--- src/rtl/stacker_pkg.sv ---
// ============================================================================
// Module   : stacker_pkg
// Purpose  : Shared constants and helpers for the phrase stacker.
//            MIG_PHRASE_WIDTH / PIXEL_WIDTH are the default phrase and beat
//            widths.  lane_mask() builds the tkeep pattern for a phrase
//            whose highest populated lane is 'count'.
// Revision : 1.0  initial release
// ============================================================================
`default_nettype none

package stacker_pkg;

    localparam int MIG_PHRASE_WIDTH = 128;
    localparam int PIXEL_WIDTH      = 32;

    // Upper bound on lanes per phrase supported by lane_mask().
    localparam int MAX_LANES        = 256;

    // Lanes 0..count set, clipped to the n lanes a phrase actually has.
    function automatic logic [MAX_LANES-1:0] lane_mask(input int unsigned count,
                                                       input int unsigned n);
        logic [MAX_LANES-1:0] m;
        m = '0;
        for (int unsigned i = 0; i < MAX_LANES; i++) begin
            if (i <= count && i < n) begin
                m[i] = 1'b1;
            end
        end
        return m;
    endfunction

endpackage

`default_nettype wire

--- src/rtl/phrase_stacker.sv ---
// ============================================================================
// Module   : phrase_stacker
// Purpose  : AXI-Stream width up-converter.  Packs N = OUT_WIDTH/IN_WIDTH
//            input beats into one output phrase, first beat in lane 0.
//            Sustains one input beat per cycle; only a completing beat can
//            be stalled, and only while the output slot is full and not
//            being drained.
// Macro    : STACKER_FLUSH_EN - when defined, a tlast beat closes a partial
//            phrase early (zero padded, tkeep marks valid lanes).  When
//            undefined, phrases close only when full and tkeep is all ones.
// Ports    : clk_in        sole clock
//            rst_in        synchronous, active-low reset
//            pixel_tvalid/pixel_tready/pixel_tdata/pixel_tlast   input beat
//            chunk_tvalid/chunk_tready/chunk_tdata/chunk_tkeep/chunk_tlast
//                          output phrase (registered slot)
// Revision : 1.0  initial release
// ============================================================================
`default_nettype none

module phrase_stacker
    import stacker_pkg::*;
#(
    parameter int IN_WIDTH  = PIXEL_WIDTH,
    parameter int OUT_WIDTH = MIG_PHRASE_WIDTH
) (
    input  logic                            clk_in,
    input  logic                            rst_in,

    input  logic                            pixel_tvalid,
    output logic                            pixel_tready,
    input  logic [IN_WIDTH-1:0]             pixel_tdata,
    input  logic                            pixel_tlast,

    output logic                            chunk_tvalid,
    input  logic                            chunk_tready,
    output logic [OUT_WIDTH-1:0]            chunk_tdata,
    output logic [OUT_WIDTH/IN_WIDTH-1:0]   chunk_tkeep,
    output logic                            chunk_tlast
);

    localparam int N  = OUT_WIDTH / IN_WIDTH;
    localparam int CW = (N > 1) ? $clog2(N) : 1;

    generate
        if (IN_WIDTH < 8 || (OUT_WIDTH % IN_WIDTH) != 0 || N < 2 || N > MAX_LANES) begin : g_param_check
            $error("phrase_stacker: OUT_WIDTH must be a multiple (>=2) of IN_WIDTH (>=8)");
        end
    endgenerate

    logic [CW-1:0]        count;
    logic [OUT_WIDTH-1:0] acc;
    logic                 last_seen;

    logic                 completing;
    logic                 accept;
    logic [OUT_WIDTH-1:0] phrase;
    logic [N-1:0]         keep;

    // ------------------------------------------------------------------
    // Phrase close condition and input handshake
    // ------------------------------------------------------------------
`ifdef STACKER_FLUSH_EN
    assign completing = (count == CW'(N - 1)) || pixel_tlast;
    assign keep       = N'(lane_mask(int'(count), N));
`else
    assign completing = (count == CW'(N - 1));
    assign keep       = '1;
`endif

    // Only the beat that would load the slot can be held off.
    assign pixel_tready = !completing || !chunk_tvalid || chunk_tready;
    assign accept       = pixel_tvalid && pixel_tready;

    // Accumulator with the current beat merged into lane 'count'.  Lanes
    // above 'count' are forced to zero so a flushed phrase is zero padded;
    // this value is also the next accumulator for non-completing beats.
    always_comb begin
        phrase = '0;
        for (int i = 0; i < N; i++) begin
            if (i == int'(count)) begin
                phrase[i*IN_WIDTH +: IN_WIDTH] = pixel_tdata;
            end else if (i < int'(count)) begin
                phrase[i*IN_WIDTH +: IN_WIDTH] = acc[i*IN_WIDTH +: IN_WIDTH];
            end
        end
    end

    // ------------------------------------------------------------------
    // Accumulator, lane counter and output slot
    // ------------------------------------------------------------------
    always_ff @(posedge clk_in) begin
        if (!rst_in) begin
            count        <= '0;
            acc          <= '0;
            last_seen    <= 1'b0;
            chunk_tvalid <= 1'b0;
            chunk_tdata  <= '0;
            chunk_tkeep  <= '0;
            chunk_tlast  <= 1'b0;
        end else begin
            // Drain first; a load on the same edge below overrides this.
            if (chunk_tvalid && chunk_tready) begin
                chunk_tvalid <= 1'b0;
            end

            if (accept) begin
                if (completing) begin
                    chunk_tvalid <= 1'b1;
                    chunk_tdata  <= phrase;
                    chunk_tkeep  <= keep;
                    chunk_tlast  <= last_seen | pixel_tlast;
                    count        <= '0;
                    acc          <= '0;
                    last_seen    <= 1'b0;
                end else begin
                    count        <= count + CW'(1);
                    acc          <= phrase;
                    last_seen    <= last_seen | pixel_tlast;
                end
            end
        end
    end

endmodule

`default_nettype wire

--- config.mk ---
export PLATFORM = sky130hd
export DESIGN_NAME = phrase_stacker
export DESIGN_NICKNAME = d
export VERILOG_FILES = /design/src/rtl/stacker_pkg.sv /design/src/rtl/phrase_stacker.sv
export SDC_FILE = /design/constraint.sdc
export NUM_CORES = 1
export LEC_CHECK = 0
export ABC_AREA = 1
export ABC_CLOCK_PERIOD_IN_PS = 2300
export BUFFER_PORTS_ARGS = -buffer_cell sky130_fd_sc_hd__buf_4
export CAP_MARGIN = 20
export CORE_UTILIZATION = 56
export DETAILED_ROUTE_END_ITERATION = 8
export PLACE_DENSITY = 0.8
export SYNTH_ARGS = -nofsm -noshare
export SYNTH_HDL_FRONTEND = slang
export SYNTH_SLANG_ARGS = --single-unit
--- constraint.sdc ---
create_clock -name clk_in -period 2.3 [get_ports clk_in]
set_input_delay 0 -clock clk_in [delete_from_list [all_inputs] [get_ports clk_in]]
set_output_delay 0 -clock clk_in [all_outputs]
set_load 0.1 [all_outputs]
==> results.cfg <==
[power]
switchingPower_w = 0.00255
internal_power_w = 0.00693
p_seq_share_pct = 43.8
ir_drop_mv = 0.572
power.density_cell_area_nw_per_um2 = 744
power.leakage_nw = 6.09
switching_share_pct = 26.9
p_total_w = 0.00947
pwr-share-comb_pct = 12.8
clock_power_share_pct = 43.4

[timing]
worst_pin_slew_ns = 0.674
setup_slack_ns = 0.0954
fmax_ghz = 0.454
finalMaxSlewViolations = 0
rsz0062_at_grt = false
layout_min_cycle_time_ns = 2.20
fin_tns_setup_ns = 0
relSlewSlack_pct = 55.1
skew_ns = 0.0175
setup_viol = 0
hold_violations = 0
hold_slack_ns = 0.364
final.period_utilization_pct = 95.9

[setup_path]
critPathLaunchType = flop
rr_worst_depth = 6
r2r-end = chunk_tdata[118]
cp-startpoint = count[0]
crit_path_end_kind = flop
cp_max_fo = 22
r2r_setup_slack_ns = 0.1
criticalPathCategory = reg -> reg
r2r_start = count[0]
timing.critical_path.to = chunk_tdata[118]
cp.arrival_ns = 2.66
required_ns = 2.75

[synthesis]
synth_edf_count = 0
synth-seq-area-share_pct = 45.6
ys_ff_latch = 230
synth-main-ff-cell = dfxtp_1
synth-async-reset-ratio_pct = 0
synth_area_sq_um = 10100
avgSynthCellArea_sq_um = 6.59
synth_cells = 1533
syn_nets = 1575
netlist-cell-type-count = 22
ys_warn_count = 0

[detailed_routing]
wire_per_inst_um = 15.3
num_vias = 10200
ant_nets = 0
drt-total-wl_um = 29600
drcViolationCount = 0
first_iter_violations = 1208
drt_first_pass_iters = 6
viasPerCell = 5.29

[clock_network]
h-tree-depth = 1
cts_sinks = 230
tritoncts = built
worstSkewPairLatency_ns = 0.53
clockBufferDepth = 3
numCtsBuffers = 24
post_cts_buffers = 0
cts.clk_slew.worst_paths_ns = 0.06
cts_root_buffer = clkbuf_16

[min_path]
hold_class = in -> reg

[die]
die_w_um = 136
start_util_pct = 57.8
io-pin-count = 172
rows = 48
die-area_sq_um = 18600
dieHeight_um = 136
coreArea_sq_um = 17500

[global_routing]
grt_use_total_pct = 31.9
grt_first_pass_wirelength_um = 46600
antenna_found_initial = 0
grt_start_max_net_pins = 74
grt_overflow = 0
grt_pass1_vias = 9029

[placed_design]
gp_routability_congestion = 0.813
pre_cts_ws_ns = 0.455
hpwlAfterDp_um = 18200
io_buffers = 171

[final_layout]
layout_common_cells = nand2_1, dfxtp_1, buf_4
post_route_cells_drive_above_1_share_pct = 14.3
final_common_cell = nand2_1
syn_to_final_growth_pct = 26.1
antenna_cells = 0
fin_nets = 1736

[status]
status = finished, final reports clean

[flow_run]
maxCapViolations = 0
## flip-flops by register name, summed over array words and instances, names as in the netlist
signal / cells
chunk_tdata: 128
acc: 96
count: 2
chunk_tkeep: 1
chunk_tlast: 1
chunk_tvalid: 1
last_seen: 1
## worst min path at each step
| stage | from | slack, ns | cells past startpoint | end |
|---|---|---|---|---|
| 2_1_floorplan | pixel_tlast | 0.16 | 2 | last_seen |
| 3_3_place_gp | pixel_tlast | 0.33 | 3 | last_seen |
| 3_5_place_dp | pixel_tlast | 0.31 | 3 | last_seen |
| 4_1_cts | pixel_tdata[9] | 0.35 | 4 | chunk_tdata[105] |
| 5_1_grt | pixel_tdata[10] | 0.39 | 4 | chunk_tdata[106] |
| 6_report | pixel_tdata[9] | 0.36 | 4 | chunk_tdata[105] |
## critical path, stage by stage (launching register included)
cell and delay [ns]:
dfxtp_1 0.41, ha_1 0.25, buf_4 0.24, buf_4 0.31, nand4_1 0.14, dlygate4sd3_1 0.60, a21oi_1 0.17
## synthesized netlist by cell type (7+ instances only)
| cell | n | area [sq um] |
|---|---|---|
| o21ai_0 | 32 | 160 |
| inv_1 | 139 | 522 |
| buf_1 | 7 | 26.3 |
| buf_4 | 15 | 113 |
| a21oi_1 | 131 | 656 |
| dfxtp_1 | 230 | 4600 |
| nand4_1 | 32 | 200 |
| nand3_1 | 66 | 330 |
| buf_2 | 46 | 230 |
| clkbuf_1 | 39 | 146 |
| nor2_1 | 164 | 616 |
| nand2_1 | 614 | 2300 |
## per-layer routing
| metal | global-route usage, % | wire [um] | part of all wire, % |
|---|---|---|---|
| met1 | 41.7 | 12100 | 41 |
| met2 | 50.0 | 13100 | 44 |
| met3 | 6.19 | 2780 | 9.4 |
| met4 | 16.1 | 1670 | 5.6 |
| met5 | 0 | 0 | 0 |
## area by class of cell
| type | count | area [sq um] |
|---|---|---|
| tap | 225 | 282 |
| timing repair buffer | 247 | 2070 |
| clock inverter | 8 | 126 |
| sequential | 230 | 4600 |
| clock buffer | 35 | 722 |
| multi-input combinational | 1051 | 4400 |
| fill | 1421 | 4740 |
| inverter | 140 | 528 |
## repair_timing
action	CTS	global route
hold endpoints to repair	227	0
hold buffers	51	0
resized for setup	0	0
## kinds of logic (layout without fill, tap and decap cells)
logic type,count (synthesis),count (layout),synth area share (%)
and+or+nand+nor,882,882,34.8
DFF,230,230,45.6
AOI/OAI and AO/OA,164,164,8.13
buffers and inverters,252,430,10.9
adders and majority gates,5,5,0.620
## power groups by stage
stage               Clock [W]  Combinational (W)  Sequential [W]
floorplan                   0           0.000546         0.00449
global placement            0            0.00111         0.00423
detailed placement          0            0.00113         0.00423
CTS                   0.00415            0.00119         0.00415
global route          0.00433            0.00129         0.00416
finish                0.00412            0.00121         0.00415
## through the flow
step / utilization [%] / instance area, sq um / instances
5_1_grt: 72.9 / 12700 / 1936
6_report: 72.9 / 12700 / 1936
3_3_place_gp: 65.1 / 11400 / 1842
3_5_place_dp: 65.1 / 11400 / 1842
2_1_floorplan: - / 10100 / 1533
4_1_cts: 72.9 / 12700 / 1936
Power figures use the tool's default switching activity.
